==> config.mk <==
export PLATFORM = sky130hd
export DESIGN_NAME = game_flow_ctrl_flat
export DESIGN_NICKNAME = d
export VERILOG_FILES = /design/src/rtl/duckhunt_pkg.sv /design/src/rtl/game_flow_ctrl_if.sv /design/src/rtl/frame_timer.sv /design/src/rtl/game_flow_ctrl.sv /design/src/flat_wrapper.sv
export SDC_FILE = /design/constraint.sdc
export NUM_CORES = 1
export LEC_CHECK = 0
export ABC_AREA = 1
export BUFFER_PORTS_ARGS = -buffer_cell sky130_fd_sc_hd__buf_4
export CAP_MARGIN = 25
export CORE_UTILIZATION = 59
export DETAILED_ROUTE_END_ITERATION = 12
export PLACE_DENSITY = 0.88
export SYNTH_ARGS = -nofsm -noshare
export SYNTH_HDL_FRONTEND = slang
export SYNTH_SLANG_ARGS = --single-unit
==> constraint.sdc <==
create_clock -name frame_clk -period 5.65 [get_ports frame_clk]
set_input_delay 1.13 -clock frame_clk [delete_from_list [all_inputs] [get_ports frame_clk]]
set_output_delay 1.13 -clock frame_clk [all_outputs]
set_load 0.1 [all_outputs]
==> src/rtl/duckhunt_pkg.sv <==
// Shared types and widths for the duck-hunt game sequencer.
// Contents: state enum (state_t), counter/score widths, round limits.
package duckhunt_pkg;

    localparam int unsigned STATE_W        = 3;
    localparam int unsigned SCORE_W        = 16;
    localparam int unsigned ROUND_W        = 7;
    localparam int unsigned SHOTS_W        = 2;
    localparam int unsigned IDX_W          = 4;
    localparam int unsigned HITS_W         = 4;
    localparam int unsigned MAX_ROUND      = 99;
    localparam int unsigned ROUND_MULT_CAP = 10;

    typedef enum logic [STATE_W-1:0] {
        S_TITLE  = 3'd0,
        S_INTRO  = 3'd1,
        S_FLY    = 3'd2,
        S_FALL   = 3'd3,
        S_ESCAPE = 3'd4,
        S_RESULT = 3'd5,
        S_OVER   = 3'd6
    } state_t;

endpackage

==> src/rtl/game_flow_ctrl_if.sv <==
// Player-input / game-status bundle between the sequencer and its neighbours.
// Inputs to the sequencer: start, mouse_left, duck_hit.
// Outputs from the sequencer: state, duck_launch, duck_active, duck_falling,
// endgame, shots_left, duck_idx, round_hits, round_num, score.
// slave modport = sequencer side, master modport = title screen / renderer side.
interface game_flow_ctrl_if;
    import duckhunt_pkg::*;

    logic                 start;
    logic                 mouse_left;
    logic                 duck_hit;
    state_t               state;
    logic                 duck_launch;
    logic                 duck_active;
    logic                 duck_falling;
    logic                 endgame;
    logic [SHOTS_W-1:0]   shots_left;
    logic [IDX_W-1:0]     duck_idx;
    logic [HITS_W-1:0]    round_hits;
    logic [ROUND_W-1:0]   round_num;
    logic [SCORE_W-1:0]   score;

    modport master (
        output start, mouse_left, duck_hit,
        input  state, duck_launch, duck_active, duck_falling, endgame,
        input  shots_left, duck_idx, round_hits, round_num, score
    );

    modport slave (
        input  start, mouse_left, duck_hit,
        output state, duck_launch, duck_active, duck_falling, endgame,
        output shots_left, duck_idx, round_hits, round_num, score
    );

endinterface

==> src/rtl/frame_timer.sv <==
// Loadable frame down-counter shared by all timed game states.
// Ports: frame_clk, Reset (async, active-high), load, load_val,
// expired_c (combinational: count has reached zero).
module frame_timer #(
    parameter int unsigned WIDTH = 9
) (
    input  logic             frame_clk,
    input  logic             Reset,
    input  logic             load,
    input  logic [WIDTH-1:0] load_val,
    output logic             expired_c
);

    logic [WIDTH-1:0] count_q;

    // Counter holds at zero until the next load
    always_ff @(posedge frame_clk or posedge Reset) begin
        if (Reset) begin
            count_q <= '0;
        end else if (load) begin
            count_q <= load_val;
        end else if (count_q != '0) begin
            count_q <= count_q - WIDTH'(1);
        end
    end

    assign expired_c = (count_q == '0);

endmodule

==> src/rtl/game_flow_ctrl.sv <==
// Per-frame game sequencer: title, round intro, duck flight, fall/escape,
// round result and game over; keeps shots, hits, round number and score.
// Ports: frame_clk, Reset (async, active-high), bus (game_flow_ctrl_if.slave).
// Build option: SCORE_BCD_EN -- score kept as 4 BCD digits, saturating at 9999;
// otherwise binary, saturating at 65535.
module game_flow_ctrl
    import duckhunt_pkg::*;
#(
    parameter int unsigned SHOTS_PER_DUCK  = 3,
    parameter int unsigned DUCKS_PER_ROUND = 10,
    parameter int unsigned MIN_HITS        = 6,
    parameter int unsigned INTRO_FRAMES    = 120,
    parameter int unsigned FLY_FRAMES      = 300,
    parameter int unsigned FALL_FRAMES     = 60,
    parameter int unsigned RESULT_FRAMES   = 120,
    parameter int unsigned OVER_FRAMES     = 180,
    parameter int unsigned POINTS_PER_HIT  = 100
) (
    input  logic            frame_clk,
    input  logic            Reset,
    game_flow_ctrl_if.slave bus
);

    localparam int unsigned MAX_A      = (INTRO_FRAMES > FLY_FRAMES) ? INTRO_FRAMES : FLY_FRAMES;
    localparam int unsigned MAX_B      = (FALL_FRAMES > RESULT_FRAMES) ? FALL_FRAMES : RESULT_FRAMES;
    localparam int unsigned MAX_C      = (MAX_A > MAX_B) ? MAX_A : MAX_B;
    localparam int unsigned MAX_FRAMES = (MAX_C > OVER_FRAMES) ? MAX_C : OVER_FRAMES;
    localparam int unsigned TIMER_W    = $clog2(MAX_FRAMES + 1);

    state_t               state_q, state_n;
    logic [SHOTS_W-1:0]   shots_q, shots_n;
    logic [IDX_W-1:0]     idx_q, idx_n;
    logic [HITS_W-1:0]    hits_q, hits_n;
    logic [ROUND_W-1:0]   round_q, round_n;
    logic [SCORE_W-1:0]   score_q, score_n;
    logic                 mouse_q;
    logic                 launch_q, launch_n;
    logic                 active_q, active_n;
    logic                 falling_q, falling_n;
    logic                 endgame_q, endgame_n;

    logic                 click_c;
    logic                 expired_c;
    logic                 load_c;
    logic [TIMER_W-1:0]   load_val_c;
    logic [ROUND_W-1:0]   mult_c;
    logic [SCORE_W-1:0]   points_c;
    logic [SCORE_W-1:0]   score_add_c;
    logic [IDX_W-1:0]     idx_inc_c;

`ifdef SCORE_BCD_EN
    logic [19:0]          pts_bcd_c;
    logic [SCORE_W:0]     bcd_sum_c;

    // Double-dabble conversion of the binary point value to 5 BCD digits
    function automatic logic [19:0] bin_to_bcd(input logic [15:0] bin);
        logic [35:0] sh;
        sh = {20'd0, bin};
        for (int i = 0; i < 16; i++) begin
            for (int d = 0; d < 5; d++) begin
                if (sh[16 + 4*d +: 4] >= 4'd5) begin
                    sh[16 + 4*d +: 4] = sh[16 + 4*d +: 4] + 4'd3;
                end
            end
            sh = sh << 1;
        end
        return sh[35:16];
    endfunction

    // Ripple the add through the four digits, least significant first; bit 16 is carry out
    function automatic logic [16:0] bcd_add(input logic [15:0] a, input logic [15:0] b);
        logic [16:0] r;
        logic [4:0]  s;
        logic        c;
        r = '0;
        c = 1'b0;
        for (int d = 0; d < 4; d++) begin
            s = 5'(a[4*d +: 4]) + 5'(b[4*d +: 4]) + 5'(c);
            if (s > 5'd9) begin
                s = s + 5'd6;
                c = 1'b1;
            end else begin
                c = 1'b0;
            end
            r[4*d +: 4] = s[3:0];
        end
        r[16] = c;
        return r;
    endfunction
`else
    logic [SCORE_W:0]     sum_c;
`endif

    assign click_c = bus.mouse_left & ~mouse_q;

    // Score candidate for a hit this frame: base points times capped round number
    always_comb begin
        mult_c   = (round_q > ROUND_W'(ROUND_MULT_CAP)) ? ROUND_W'(ROUND_MULT_CAP) : round_q;
        points_c = SCORE_W'(POINTS_PER_HIT * 32'(mult_c));
`ifdef SCORE_BCD_EN
        pts_bcd_c = bin_to_bcd(points_c);
        bcd_sum_c = bcd_add(score_q, pts_bcd_c[15:0]);
        if ((pts_bcd_c[19:16] != 4'd0) || bcd_sum_c[SCORE_W]) begin
            score_add_c = 16'h9999;
        end else begin
            score_add_c = bcd_sum_c[SCORE_W-1:0];
        end
`else
        sum_c       = {1'b0, score_q} + {1'b0, points_c};
        score_add_c = sum_c[SCORE_W] ? '1 : sum_c[SCORE_W-1:0];
`endif
    end

    // Next-state, counter updates and registered-output decode
    always_comb begin
        state_n   = state_q;
        shots_n   = shots_q;
        idx_n     = idx_q;
        hits_n    = hits_q;
        round_n   = round_q;
        score_n   = score_q;
        idx_inc_c = idx_q + IDX_W'(1);

        case (state_q)
            S_TITLE: begin
                score_n = '0;
                round_n = ROUND_W'(1);
                hits_n  = '0;
                idx_n   = '0;
                if (bus.start) begin
                    state_n = S_INTRO;
                end
            end
            S_INTRO: begin
                if (expired_c) begin
                    state_n = S_FLY;
                    shots_n = SHOTS_W'(SHOTS_PER_DUCK);
                end
            end
            S_FLY: begin
                // A click in the expiry frame wins over the timeout
                if (click_c && bus.duck_hit) begin
                    shots_n = shots_q - SHOTS_W'(1);
                    hits_n  = hits_q + HITS_W'(1);
                    score_n = score_add_c;
                    state_n = S_FALL;
                end else if (click_c) begin
                    shots_n = shots_q - SHOTS_W'(1);
                    if (shots_q == SHOTS_W'(1)) begin
                        state_n = S_ESCAPE;
                    end
                end else if (expired_c) begin
                    state_n = S_ESCAPE;
                end
            end
            S_FALL, S_ESCAPE: begin
                if (expired_c) begin
                    idx_n = idx_inc_c;
                    if (idx_inc_c == IDX_W'(DUCKS_PER_ROUND)) begin
                        state_n = S_RESULT;
                    end else begin
                        state_n = S_FLY;
                        shots_n = SHOTS_W'(SHOTS_PER_DUCK);
                    end
                end
            end
            S_RESULT: begin
                if (expired_c) begin
                    if (hits_q >= HITS_W'(MIN_HITS)) begin
                        round_n = (round_q >= ROUND_W'(MAX_ROUND)) ? round_q : round_q + ROUND_W'(1);
                        hits_n  = '0;
                        idx_n   = '0;
                        state_n = S_INTRO;
                    end else begin
                        state_n = S_OVER;
                    end
                end
            end
            S_OVER: begin
                if (expired_c) begin
                    state_n = S_TITLE;
                end
            end
            default: begin
                state_n = S_TITLE;
            end
        endcase

        launch_n  = (state_n == S_FLY) && (state_q != S_FLY);
        active_n  = (state_n == S_FLY);
        falling_n = (state_n == S_FALL);
        endgame_n = (state_n == S_OVER);
    end

    // Timer restarts on every state change with the new state's duration
    always_comb begin
        load_c     = (state_n != state_q);
        load_val_c = '0;
        case (state_n)
            S_INTRO:          load_val_c = TIMER_W'(INTRO_FRAMES - 1);
            S_FLY:            load_val_c = TIMER_W'(FLY_FRAMES - 1);
            S_FALL, S_ESCAPE: load_val_c = TIMER_W'(FALL_FRAMES - 1);
            S_RESULT:         load_val_c = TIMER_W'(RESULT_FRAMES - 1);
            S_OVER:           load_val_c = TIMER_W'(OVER_FRAMES - 1);
            default:          load_val_c = '0;
        endcase
    end

    frame_timer #(
        .WIDTH (TIMER_W)
    ) u_frame_timer (
        .frame_clk (frame_clk),
        .Reset     (Reset),
        .load      (load_c),
        .load_val  (load_val_c),
        .expired_c (expired_c)
    );

    // State and counter registers
    always_ff @(posedge frame_clk or posedge Reset) begin
        if (Reset) begin
            state_q   <= S_TITLE;
            shots_q   <= SHOTS_W'(SHOTS_PER_DUCK);
            idx_q     <= '0;
            hits_q    <= '0;
            round_q   <= ROUND_W'(1);
            score_q   <= '0;
            mouse_q   <= 1'b0;
            launch_q  <= 1'b0;
            active_q  <= 1'b0;
            falling_q <= 1'b0;
            endgame_q <= 1'b0;
        end else begin
            state_q   <= state_n;
            shots_q   <= shots_n;
            idx_q     <= idx_n;
            hits_q    <= hits_n;
            round_q   <= round_n;
            score_q   <= score_n;
            mouse_q   <= bus.mouse_left;
            launch_q  <= launch_n;
            active_q  <= active_n;
            falling_q <= falling_n;
            endgame_q <= endgame_n;
        end
    end

    assign bus.state        = state_q;
    assign bus.duck_launch  = launch_q;
    assign bus.duck_active  = active_q;
    assign bus.duck_falling = falling_q;
    assign bus.endgame      = endgame_q;
    assign bus.shots_left   = shots_q;
    assign bus.duck_idx     = idx_q;
    assign bus.round_hits   = hits_q;
    assign bus.round_num    = round_q;
    assign bus.score        = score_q;

endmodule
==> src/flat_wrapper.sv <==
// flat-port wrapper written by rule: the top's interface ports become plain ports
module game_flow_ctrl_flat import duckhunt_pkg::*;
#(
    parameter int unsigned SHOTS_PER_DUCK  = 3,
    parameter int unsigned DUCKS_PER_ROUND = 10,
    parameter int unsigned MIN_HITS        = 6,
    parameter int unsigned INTRO_FRAMES    = 120,
    parameter int unsigned FLY_FRAMES      = 300,
    parameter int unsigned FALL_FRAMES     = 60,
    parameter int unsigned RESULT_FRAMES   = 120,
    parameter int unsigned OVER_FRAMES     = 180,
    parameter int unsigned POINTS_PER_HIT  = 100
)
  (frame_clk, Reset, bus_start, bus_mouse_left, bus_duck_hit, bus_state, bus_duck_launch, bus_duck_active, bus_duck_falling, bus_endgame, bus_shots_left, bus_duck_idx, bus_round_hits, bus_round_num, bus_score);
  game_flow_ctrl_if bus_i ();
  input  logic frame_clk;
  input  logic Reset;
  input wire logic [$bits(bus_i.start)-1:0] bus_start;
  input wire logic [$bits(bus_i.mouse_left)-1:0] bus_mouse_left;
  input wire logic [$bits(bus_i.duck_hit)-1:0] bus_duck_hit;
  output wire logic [$bits(bus_i.state)-1:0] bus_state;
  output wire logic [$bits(bus_i.duck_launch)-1:0] bus_duck_launch;
  output wire logic [$bits(bus_i.duck_active)-1:0] bus_duck_active;
  output wire logic [$bits(bus_i.duck_falling)-1:0] bus_duck_falling;
  output wire logic [$bits(bus_i.endgame)-1:0] bus_endgame;
  output wire logic [$bits(bus_i.shots_left)-1:0] bus_shots_left;
  output wire logic [$bits(bus_i.duck_idx)-1:0] bus_duck_idx;
  output wire logic [$bits(bus_i.round_hits)-1:0] bus_round_hits;
  output wire logic [$bits(bus_i.round_num)-1:0] bus_round_num;
  output wire logic [$bits(bus_i.score)-1:0] bus_score;
  assign bus_i.start = bus_start;
  assign bus_i.mouse_left = bus_mouse_left;
  assign bus_i.duck_hit = bus_duck_hit;
  assign bus_state = bus_i.state;
  assign bus_duck_launch = bus_i.duck_launch;
  assign bus_duck_active = bus_i.duck_active;
  assign bus_duck_falling = bus_i.duck_falling;
  assign bus_endgame = bus_i.endgame;
  assign bus_shots_left = bus_i.shots_left;
  assign bus_duck_idx = bus_i.duck_idx;
  assign bus_round_hits = bus_i.round_hits;
  assign bus_round_num = bus_i.round_num;
  assign bus_score = bus_i.score;
  game_flow_ctrl #(.SHOTS_PER_DUCK(SHOTS_PER_DUCK), .DUCKS_PER_ROUND(DUCKS_PER_ROUND), .MIN_HITS(MIN_HITS), .INTRO_FRAMES(INTRO_FRAMES), .FLY_FRAMES(FLY_FRAMES), .FALL_FRAMES(FALL_FRAMES), .RESULT_FRAMES(RESULT_FRAMES), .OVER_FRAMES(OVER_FRAMES), .POINTS_PER_HIT(POINTS_PER_HIT)) u_core (.frame_clk(frame_clk), .Reset(Reset), .bus(bus_i));
endmodule
# == Word-level counts from Yosys, hierarchy flattened ==
# Index checks and enable logic that the tools add are counted.
# Widths: inputs -> output; s select.
# word_totals
reg_bits,50
inputBits,5
out_inout_bits,40
word_cells,102
# classes
addsub,6
multipliers,1
n_lt_le_gt_ge,3
eq_ne,24
muxes,35
n_bitwise,2
n_reduce_logical,19
# ops
cell,count
$pmux 9 s4,1
$mux 3,11
$mux 16,2
$pmux 16 s2,1
$mux 7,4
$pmux 4 s3,2
$eq 3x3->1 const B,6
$mux 9,2
$pmux 3 s6,1
$add 16x14->17,1
$mux 4,4
$pmux 7 s2,1
$eq 3x2->1 const B,4
$mul 5x7->12 const A,1
$reduce_and 4->1,3
$mux 2,5
$ne 2x1->1 const B,5
$logic_not 9->1,1
$reduce_bool 3->1,3
$reduce_bool 9->1,1
$sub 9x1->9 const B,1
$add 4x1->4 const B,2
$add 7x1->7 const B,1
$ge 7x7->1 const B,1
other kinds (19),26

# == Logic depth before layout (Yosys ltp) ==
# Gate-level depths: netlist of the first run.
# logic_depth
depth_word,9
ltp_mapped,28
mapped_depth_nobuf,28

# == By module ==
# A second synthesis of the first run with hierarchy kept.
# hier_totals
hier_cells,532
hier_area_um2,3955.0
# by_module_without_submodules
module,instances,cells_each,area_per_inst_um2,seq_area_each_um2
game_flow_ctrl,1,453,3387.0,1004.7
frame_timer,1,79,568.0,225.2

# == Least setup slack after synthesis of the first run ==
# Ideal clock, no wire load.
# synth_timing
path_type,reg-to-reg
startpoint,register u_core.round_q[1] (netlist: u_core.bus.round_num[1])
endpoint,register u_core.score_q[15] (netlist: u_core.bus.score[15])
setup_time_ns,0.070
arrival_ns,5.114
required_ns,5.580
path_slack_ns,0.466
stages_incl_launch_ff,27
n_path_buf,1
synth_period_minus_slack_ns,5.184
cell_sequence,dfrtp_1 > ha_1 > o21ai_0 > a21oi_1 > nand2_1 > ha_1 > ha_1 > inv_1 > fa_1 > inv_1 > ha_1 > nand3_1 > nand2_1 > a21oi_1 > o21ai_0 > xnor2_1 > inv_1 > ha_1 > nand2_1 > nor2_1 > nand3_1 > nand4_1 > nand3_1 > nand2_1 > nand4_1 > buf_2 > nand3_1
# synth_between
elab_chain_len,7
# synth_rtl
element,line,source
start: declaration,game_flow_ctrl.sv:34,"logic [ROUND_W-1:0] round_q, round_n;"
start signal: assignment,game_flow_ctrl.sv:238,round_q <= round_n;
$gt 7x4->1,game_flow_ctrl.sv:98,mult_c = (round_q > ROUND_W'(ROUND_MULT_CAP)) ? ROUND_W'(ROUND_MULT_CAP) : round_q;
$mux 7 *,game_flow_ctrl.sv:98,
$mul 5x7->12 *,game_flow_ctrl.sv:99,points_c = SCORE_W'(POINTS_PER_HIT * 32'(mult_c));
$add 16x14->17 *,game_flow_ctrl.sv:109,"sum_c = {1'b0, score_q} + {1'b0, points_c};"
$mux 16 *,game_flow_ctrl.sv:110,score_add_c = sum_c[SCORE_W] ? '1 : sum_c[SCORE_W-1:0];
$mux 16 *,game_flow_ctrl.sv:142,if (click_c && bus.duck_hit) begin
$pmux 16 s2 *,game_flow_ctrl.sv:124,case (state_q)
end signal: assignment,game_flow_ctrl.sv:239,score_q <= score_n;
end: declaration,game_flow_ctrl.sv:35,"logic [SCORE_W-1:0] score_q, score_n;"
# Mark *: on every way between the ends. The rest lies on a longest branch, timed or not. The select of a mux whose other input is x is not followed.
# A chain may end at the register's enable or synchronous reset.

# == Worst setup path after layout of the first run ==
# layout_timing
startpoint,register u_core.round_q[0] (netlist: u_core.bus.round_num[0])
endpoint,register u_core.score_q[4] (netlist: u_core.bus.score[4])
# Same word-level chain as after synthesis.

==> metrics, run 1 <==
Yosys reg bits between 40 and 50; Fmax achieved 0.200 GHz; crit path DAT 5.21 ns; Layout Utilization a little over two thirds; first-pass GRT wire length around 14000 microns; most frequent cells in the layout 109 x nand2_1, 57 x inv_1, 46 x ha_1, 46 x dfrtp_1; Num Clock Sinks 49; Syn Inst Count 502; maxcap violations 0; Hold Vio Cnt, Final 0; Die Height 82.7 microns; cell family with most CP delay adder cells; Logic pwr share 43.5%; Critical Path RT 5.84 ns; Max stage delay on crit path 0.57 ns; via count 3397; commonest non-fill, non-tap cell in the layout nand2_1; core area around 6300 sq um; Sw Share between 40% and 50%; Final Cell Area 4380 sq um; Post-synth EDFFs 0; # resized after CTS 0; P_leak 2.44 nW; die width between 80 and 90 microns; Pre-Repair DR Iteration Count 4; H-tree depth 2; worst-skew pair later-pin latency 0.30 ns; Setup crit end u_core.bus.score[4]; Initial Util 60.9%; initial antenna violation count 0; pin count of the biggest net entering global routing 50; PD cells approximately 260 nW/um^2; Reg power frac 38.2%; Setup TNS Final 0 ns; Worst R2R Path Depth 28; die area 6840 sq um; cts bufs inserted 5; worst slew pin tran 0.824 ns; Post-synth top flop dfrtp_1; critical path type flop to flop; vias in the first global route 3194; status finished, final reports clean; FP Rows 29; IO Port Bufs 44; Post-Syn Area ~3800 sq um; Final setup viols 0; Area growth syn-to-layout 14.0%; Detailed Place HPWL roughly 6600 microns; Reg clk slew, reported paths 0.09 ns; CP startpoint kind flop; placed inst area between 4000 and 5000 sq um; FFs w/ async S/R, synth 100%; Root Buffer clkbuf_8; Clock power frac 18.4%; synth unique cells 39; slowest stage cell, crit path dfstp_2; layout cell share with drive strength beyond 1 17.4%; Final Max Slew Viols 0; DR iter-0 viols 164; GRT Util Overall 26.3%; # IOs 45; worst setup path startpoint u_core.bus.round_num[0]; Reg2Reg Setup Slack 0.64 ns; GPL Wtd Cong 0.926; period utilization 88.7%; n_diodes 0; drt total wl roughly 8400 microns; vias per cell between 5 and 6; VDD IR max 0.268 mV; sequential fraction of the synthesis area between 30% and 40%; Hold Crit Class flop to flop; grt ovf 0; Min Clock Period, post-route 5.01 ns; Synth Warn # 0; Critical Path Fanout Max 13; reg-to-reg startpoint u_core.bus.round_num[0]; Routed Antenna Nets 0; routed len/inst 13.2 microns; RSZ-0062 raised after global routing no; CTS tree built; r2r endpoint u_core.bus.score[4]; Synth Area per Inst 7.66 sq um; clk_skew between 0.004 and 0.005 ns; Buf/Inv on CP 6; nets 612; Power Total roughly 1.2 mW; cts hold-fix bufs 0; Slew headroom 44.8%; switching pwr 492 uW; Worst path depth 28; CP Capture Type flop; # DRC 0; clock buffer depth 2; Internal 658 uW
logic make-up (layout without fill, tap and decap cells):
group           Yosys count  count (layout)  share of synthesized area [%]
buf+inv                  78             126                           8.07
other cells               2              10                          0.195
compound gates           77              77                           11.4
xor+xnor                 19              19                           4.33
fa+ha+maj                49              49                           16.5
simple gates            228             228                           27.5
flops                    49              49                           32.0
registers in the layout, indices dropped and copies added (netlist names):
signal and cells:
u_core.bus.shots_left 2, u_core.bus.duck_idx 4, u_core.mouse_q 1, u_core.bus.round_hits 4, u_core.bus.score 15, u_core.u_frame_timer.count_q 9, u_core.bus.round_num 7, u_core.bus.duck_launch 1
u_core.bus.state 3, u_core.bus.endgame 1, u_core.bus.duck_falling 1, u_core.bus.duck_active 1
synth_stat cells (all sizes together) (5+ instances only):
cell / n / area, sq um
inv: 73 / 274
ha: 46 / 576
buf: 5 / 36.3
o21ai: 30 / 165
xnor2: 11 / 96.3
nor3: 5 / 41.3
a21oi: 30 / 150
xor2: 8 / 70.1
dfrtp: 46 / 1150
nor2: 48 / 193
nand3: 43 / 235
nand4: 6 / 37.5
nand2: 123 / 531
how the worst min path moves through the flow:
stage | slack (ns) | from | depth (start not counted) | endpoint
global placement | 0.47 | u_core.u_frame_timer.count_q[1] | 2 | u_core.u_frame_timer.count_q[1]
floorplan | 0.45 | u_core.u_frame_timer.count_q[1] | 2 | u_core.u_frame_timer.count_q[1]
CTS | 0.49 | u_core.u_frame_timer.count_q[1] | 2 | u_core.u_frame_timer.count_q[1]
finish | 0.49 | u_core.u_frame_timer.count_q[1] | 2 | u_core.u_frame_timer.count_q[1]
detailed placement | 0.47 | u_core.u_frame_timer.count_q[1] | 2 | u_core.u_frame_timer.count_q[1]
global route | 0.54 | u_core.u_frame_timer.count_q[1] | 2 | u_core.u_frame_timer.count_q[1]
stage by stage:
stage          hold slack [ns]  setup slack (ns)  std cells
2_1_floorplan            0.449             0.466        510
3_3_place_gp             0.468             0.626        626
3_5_place_dp             0.472             0.431        626
4_1_cts                  0.494             0.392        633
5_1_grt                  0.536             0.187        635
6_report                 0.493             0.638        635
what timing repair did:
item	CTS	global route
buffers inserted	0	1
setup endpoints to repair	0	14
endpoints found under the hold margin	0	0
metal layers:
metal  up-vias  GRT usage [%]  part of all wire [%]
met5         -              0                     0
met1      1572           34.2                    45
met4         0           7.76                   1.4
met3        15           3.74                   4.4
met2        70           45.2                    49
li1       1740              -                     -
layout make-up:
| type | count | area, sq um |
|---|---|---|
| multi-input cells | 383 | 2330 |
| repair buffers | 46 | 358 |
| flip-flops and latches | 49 | 1230 |
| clock buffers | 6 | 82.6 |
| well taps | 77 | 96.3 |
| clock inverters | 1 | 7.51 |
| fillers | 539 | 1930 |
| inverters | 73 | 274 |
worst register-to-register path: cells and delay by family, from the launching register on:
family / cells / cell delay (ns)
flops: 1 / 0.57
buf+inv: 6 / 0.52
fa+ha+maj: 6 / 1.99
xor+xnor: 1 / 0.16
compound gates: 5 / 0.63
simple gates: 10 / 1.05
power by group through the flow:
| stage | clock network [mW] | registers [mW] | logic [mW] |
|---|---|---|---|
| 2_1_floorplan | 0 | 0.532 | 0.314 |
| 3_3_place_gp | 0 | 0.442 | 0.483 |
| 3_5_place_dp | 0 | 0.444 | 0.494 |
| 4_1_cts | 0.216 | 0.438 | 0.498 |
| 5_1_grt | 0.228 | 0.444 | 0.564 |
| 6_report | 0.211 | 0.439 | 0.500 |
Note: power is estimated with default switching activity, not from simulation.
==> run 2, diff against run 1 <==
--- a/config.mk
+++ b/config.mk
@@ -7,10 +7,10 @@
 export LEC_CHECK = 0
 export ABC_AREA = 1
 export BUFFER_PORTS_ARGS = -buffer_cell sky130_fd_sc_hd__buf_4
-export CAP_MARGIN = 25
-export CORE_UTILIZATION = 59
+export CAP_MARGIN = 15
+export CORE_UTILIZATION = 38
 export DETAILED_ROUTE_END_ITERATION = 12
-export PLACE_DENSITY = 0.88
+export PLACE_DENSITY = 0.63
 export SYNTH_ARGS = -nofsm -noshare
 export SYNTH_HDL_FRONTEND = slang
 export SYNTH_SLANG_ARGS = --single-unit
==> run 2 against run 1 <==
  * Final cell count rose by 9.0%
  * Clock power is 20% higher
  * First-iteration DRC count down 35%
  * Wire length is 3.1% higher
  * Register-to-register slack gained 0.04 ns
  * Sequential share of layout area fell by 0.62 points
  * Die area increased by 54%
  * Clock skew is essentially flat
  * Critical path type unchanged
==> metrics, run 2 (synthesis gave the netlist of run 1 again) <==
most frequent cells in the layout 109 x nand2_1, 57 x inv_1, 46 x ha_1, 46 x dfrtp_1 (unchanged); Layout Utilization 45.9% (was 69.4%); core area 9770 sq um (was 6310 sq um); # IOs 45 (unchanged); Power Total 1.20 mW (was 1.15 mW); Buf/Inv on CP 6 (unchanged); first-pass GRT wire length 14800 microns (was 13800 microns); Num Clock Sinks 49 (unchanged); Slew headroom 42.8% (was 44.8%); VDD IR max 0.207 mV (was 0.268 mV); Hold Crit Class flop to flop (unchanged); clock buffer depth 2 (unchanged); Hold Vio Cnt, Final 0 (unchanged); initial antenna violation count 0 (unchanged); # DRC 0 (unchanged); footprint of the multi-input gates 2330 sq um (unchanged); crit path DAT 5.17 ns (was 5.21 ns); Root Buffer clkbuf_8 (unchanged); FP Rows 36 (was 29); P_leak 2.46 nW (was 2.44 nW); via count 3379 (was 3397); Min Clock Period, post-route 4.97 ns (was 5.01 ns); Place WS 0.345 ns (was 0.431 ns); DR iter-0 viols 107 (was 164); Fmax achieved 0.201 GHz (was 0.200 GHz); die width 103 microns (was 82.7 microns); Pre-Repair DR Iteration Count 4 (unchanged); worst slew pin tran 0.855 ns (was 0.824 ns); CP Capture Type flop (unchanged); CTS tree built (unchanged); slowest stage cell, crit path dfstp_2 (unchanged); drt total wl 8660 microns (was 8400 microns); Area growth syn-to-layout 16.6% (was 14.0%); H-tree depth 2 (unchanged); critical path type flop to flop (unchanged); Die Height 103 microns (was 82.7 microns); vias in the first global route 3243 (was 3194); die area 10500 sq um (was 6840 sq um); Critical Path RT 5.85 ns (was 5.84 ns); # resized after CTS 0 (unchanged); routed len/inst 12.5 microns (was 13.2 microns); commonest non-fill, non-tap cell in the layout nand2_1 (unchanged); Critical Path Fanout Max 14 (was 13); Routed Antenna Nets 0 (unchanged); Setup TNS Final 0 ns (unchanged); max reg flops 15 (unchanged); PD cells 267 nW/um^2 (was 262 nW/um^2); CP startpoint kind flop (unchanged); layout cell share with drive strength beyond 1 17.4% (about the same); clk_skew 0.00472 ns (was 0.00429 ns); maxcap violations 0 (unchanged); register area 1230 sq um (unchanged); IO Port Bufs 44 (unchanged); grt ovf 0 (unchanged); status finished, final reports clean (unchanged); FILL cells 960 (was 539); cts bufs inserted 5 (unchanged); GPL Wtd Cong 0.933 (was 0.926); vias per cell 4.88 (was 5.35); n_diodes 0 (unchanged); Detailed Place HPWL 6840 microns (was 6640 microns); nets 612 (unchanged); Final Max Slew Viols 0 (unchanged); Reg clk slew, reported paths 0.09 ns (about the same); Max stage delay on crit path 0.59 ns (was 0.57 ns); period utilization 88.0% (was 88.7%); post-route setup slack 0.676 ns (was 0.638 ns); pin count of the biggest net entering global routing 50 (unchanged); GRT Util Overall 17.9% (was 26.3%); cell family with most CP delay adder cells (unchanged); worst-skew pair later-pin latency 0.31 ns (was 0.30 ns); Final setup viols 0 (unchanged); Initial Util 39.3% (was 60.9%); RSZ-0062 raised after global routing no (unchanged)
[run 2: changes by cell type in the layout (fill, tap and decap cells not counted), sizes merged]
cell / before / now
bufinv: 0 / 1
clkinv: 0 / 1
clkinvlp: 1 / 0
[run 2: metal layers]
| layer | vias up | GRT usage [%] | wire length [microns] |
|---|---|---|---|
| met5 | - | 0 | 0 |
| met4 | 0 | 4.62 | 92 |
| met3 | 6 | 3.25 | 355 |
| met2 | 61 | 30.2 | 4040 |
| met1 | 1571 | 23.5 | 4170 |
| li1 | 1741 | - | - |
[run 2: worst register-to-register path: cells and delay by family, from the launching register on]
family                   cells  cell delay, ns
AO/OA/AOI/OAI                5            0.63
XOR/XNOR                     1            0.17
adder cells (fa/ha/maj)      6            1.98
buffers and inverters        6            0.52
flip-flops                   1            0.59
AND/OR/NAND/NOR             10            0.97
[run 2: cell type report]
class | instances | area share [%]
repair buffers | 46 | 8.15
inverters | 73 | 6.11
clock inverters | 2 | 0.865
multi-input cells | 383 | 52.1
well taps | 133 | 3.71
flip-flops and latches | 49 | 27.4
clock buffers | 6 | 1.62
[run 2: final timing paths]
check                      cells past startpoint                       startpoint                         endpoint  slack, ns
min reg2reg                                    2  u_core.u_frame_timer.count_q[1]  u_core.u_frame_timer.count_q[1]       0.50
max                                           28          u_core.bus.round_num[0]              u_core.bus.score[4]       0.68
min in group asynchronous                      2                            Reset          u_core.bus.round_num[1]       0.88
max in group asynchronous                      3                            Reset         u_core.bus.shots_left[1]       4.17
min                                            2  u_core.u_frame_timer.count_q[1]  u_core.u_frame_timer.count_q[1]       0.50
max reg2reg                                   28          u_core.bus.round_num[0]              u_core.bus.score[4]       0.68
[run 2: per-stage QoR]
stage / cell area, sq um / hold slack [ns] / std cells
after global placement: 4340 / 0.469 / 682
after CTS: 4450 / 0.498 / 690
after detailed placement: 4340 / 0.473 / 682
after floorplan: 3870 / 0.449 / 510
after global routing: 4480 / 0.533 / 692
final: 4480 / 0.504 / 692
[run 2: report_power, final]
part / internal, mW / switching [mW] / total [mW]
clock network: 0.133 / 0.121 / 0.254
logic: 0.162 / 0.340 / 0.502
registers: 0.400 / 0.0406 / 0.441
[run 2: timing repair]
action / 4_1_cts / 5_1_grt
hold buffers: 0 / 0
buffers inserted: 0 / 1
setup endpoints to repair: 0 / 14
==> run 3, diff against run 2 <==
--- a/config.mk
+++ b/config.mk
@@ -6,11 +6,13 @@
 export NUM_CORES = 1
 export LEC_CHECK = 0
 export ABC_AREA = 1
+export ABC_CLOCK_PERIOD_IN_PS = 5650
 export BUFFER_PORTS_ARGS = -buffer_cell sky130_fd_sc_hd__buf_4
 export CAP_MARGIN = 15
 export CORE_UTILIZATION = 38
 export DETAILED_ROUTE_END_ITERATION = 12
 export PLACE_DENSITY = 0.63
+export RECOVER_POWER = 25
 export SYNTH_ARGS = -nofsm -noshare
 export SYNTH_HDL_FRONTEND = slang
 export SYNTH_SLANG_ARGS = --single-unit
==> run 3 against run 2 <==
  * Worst setup slack about the same
  * Worst hold slack about the same
  * Global-route usage unchanged
  * Non-clock buffer count unchanged
==> metrics, run 3 (synthesis gave the netlist of run 1 again) <==
clock buffer depth 2 (unchanged); Fmax achieved 0.201 GHz (about the same); nets 612 (unchanged); die width 103 microns (unchanged); crit path DAT 5.17 ns (about the same); post-CTS setup buffers 0 (unchanged); Layout Utilization 45.6% (was 45.9%); # IOs 45 (unchanged); uppermost routed layer met4 (unchanged); Max stage delay on crit path 0.59 ns (about the same); RSZ-0062 raised after global routing no (unchanged); status finished, final reports clean (unchanged); layout cell share with drive strength beyond 1 17.0% (was 17.4%); Reg2Reg Setup Slack 0.68 ns (about the same); commonest non-fill, non-tap cell in the layout nand2_1 (unchanged); Hold Crit Class flop to flop (unchanged); Pre-Repair DR Iteration Count 4 (unchanged); Reg clk slew, reported paths 0.09 ns (about the same); Final Max Slew Viols 0 (unchanged); met3 wire length 358 microns (was 355 microns); Critical Path RT 5.85 ns (about the same); Routed Antenna Nets 0 (unchanged); Area growth syn-to-layout 15.9% (was 16.6%); via count 3376 (was 3379); initial antenna violation count 0 (unchanged); Detailed Place HPWL 6840 microns (unchanged); Final setup viols 0 (unchanged); Met1 Wirelength 4170 microns (about the same); Root Buffer clkbuf_8 (unchanged); die area 10500 sq um (unchanged); most frequent cells in the layout 109 x nand2_1, 58 x inv_1, 46 x ha_1, 46 x dfrtp_1, 45 x nor2_1 (was 109 x nand2_1, 57 x inv_1, 46 x ha_1, 46 x dfrtp_1); worst-skew pair later-pin latency 0.31 ns (about the same); vias per cell 4.88 (about the same); Slew headroom 10.2% (was 42.8%); Initial Util 39.3% (unchanged); drt total wl 8660 microns (about the same); routed len/inst 12.5 microns (about the same); placed inst area 4340 sq um (unchanged); placed insts 682 (unchanged); slowest stage cell, crit path dfstp_2 (unchanged); n_diodes 0 (unchanged); first-pass GRT wire length 14800 microns (unchanged); IO Port Bufs 44 (unchanged); vias in the first global route 3243 (unchanged); Critical Path Fanout Max 14 (unchanged); core area 9770 sq um (unchanged); GPL Wtd Cong 0.933 (unchanged); worst slew pin tran 1.35 ns (was 0.855 ns); # DRC 0 (unchanged); met2 wire len 4040 microns (about the same); CP Capture Type flop (unchanged); H-tree depth 2 (unchanged); FP Rows 36 (unchanged); cts hold-fix bufs 0 (unchanged); grt ovf 0 (unchanged); Min Clock Period, post-route 4.97 ns (about the same); clk_skew 0.00471 ns (was 0.00472 ns); VDD IR max 0.207 mV (about the same); Final Cell Area 4460 sq um (was 4480 sq um); cts bufs inserted 5 (unchanged); Num Clock Sinks 49 (unchanged); max reg flops 15 (unchanged); Finished Layout Cells 692 (unchanged); # resized after CTS 0 (unchanged); GRT Util Overall 17.9% (unchanged); DR iter-0 viols 103 (was 107); CTS tree built (unchanged); CP startpoint kind flop (unchanged); critical path type flop to flop (unchanged); Setup TNS Final 0 ns (unchanged); Die Height 103 microns (unchanged); pin count of the biggest net entering global routing 50 (unchanged); Hold Vio Cnt, Final 0 (unchanged); P_leak 2.45 nW (was 2.46 nW); maxcap violations 0 (unchanged); period utilization 88.0% (about the same); PD cells 268 nW/um^2 (was 267 nW/um^2)
## run 3: cell type report
class                           instances  area [sq um]
Sequential cell                        49          1230
Clock buffer                            6          72.6
Fill cell                             961          5320
Multi-Input combinational cell        383          2330
Timing Repair Buffer                   46           342
Tap cell                              133           166
Inverter                               73           274
Clock inverter                          2          38.8
## run 3: routing by layer
metal | vias up | track usage, %
li1 | 1741 | -
met1 | 1564 | 23.5
met2 | 65 | 30.2
met3 | 6 | 3.25
met4 | 0 | 4.62
met5 | - | 0
## run 3: final timing paths
path	cells after the start	from	endpoint
min in group asynchronous	2	Reset	u_core.bus.round_num[1]
hold reg to reg	2	u_core.u_frame_timer.count_q[1]	u_core.u_frame_timer.count_q[1]
setup / recovery	28	u_core.bus.round_num[0]	u_core.bus.score[4]
hold / removal	2	u_core.u_frame_timer.count_q[1]	u_core.u_frame_timer.count_q[1]
setup reg to reg	28	u_core.bus.round_num[0]	u_core.bus.score[4]
max in group asynchronous	3	Reset	u_core.bus.round_hits[2]
## run 3: critical path: cells and delay by family (launching register included)
kind | cells | cell delay (ns)
compound gates | 5 | 0.63
flops | 1 | 0.59
buf+inv | 6 | 0.52
simple gates | 10 | 0.97
xor+xnor | 1 | 0.17
fa+ha+maj | 6 | 1.98
## run 3: where the power goes
part           switching (mW)  leakage (nW)  internal (mW)  total [mW]
logic                   0.339          1.74          0.161       0.500
registers              0.0406         0.648          0.400       0.441
clock network           0.121        0.0554          0.133       0.254
## run 3: through the flow
step / hold slack, ns / total power [mW] / worst slack [ns]
floorplan: 0.449 / 0.846 / 0.466
global placement: 0.469 / 0.934 / 0.541
detailed placement: 0.473 / 0.941 / 0.345
CTS: 0.498 / 1.20 / 0.310
global route: 0.533 / 1.29 / 0.176
finish: 0.504 / 1.19 / 0.676
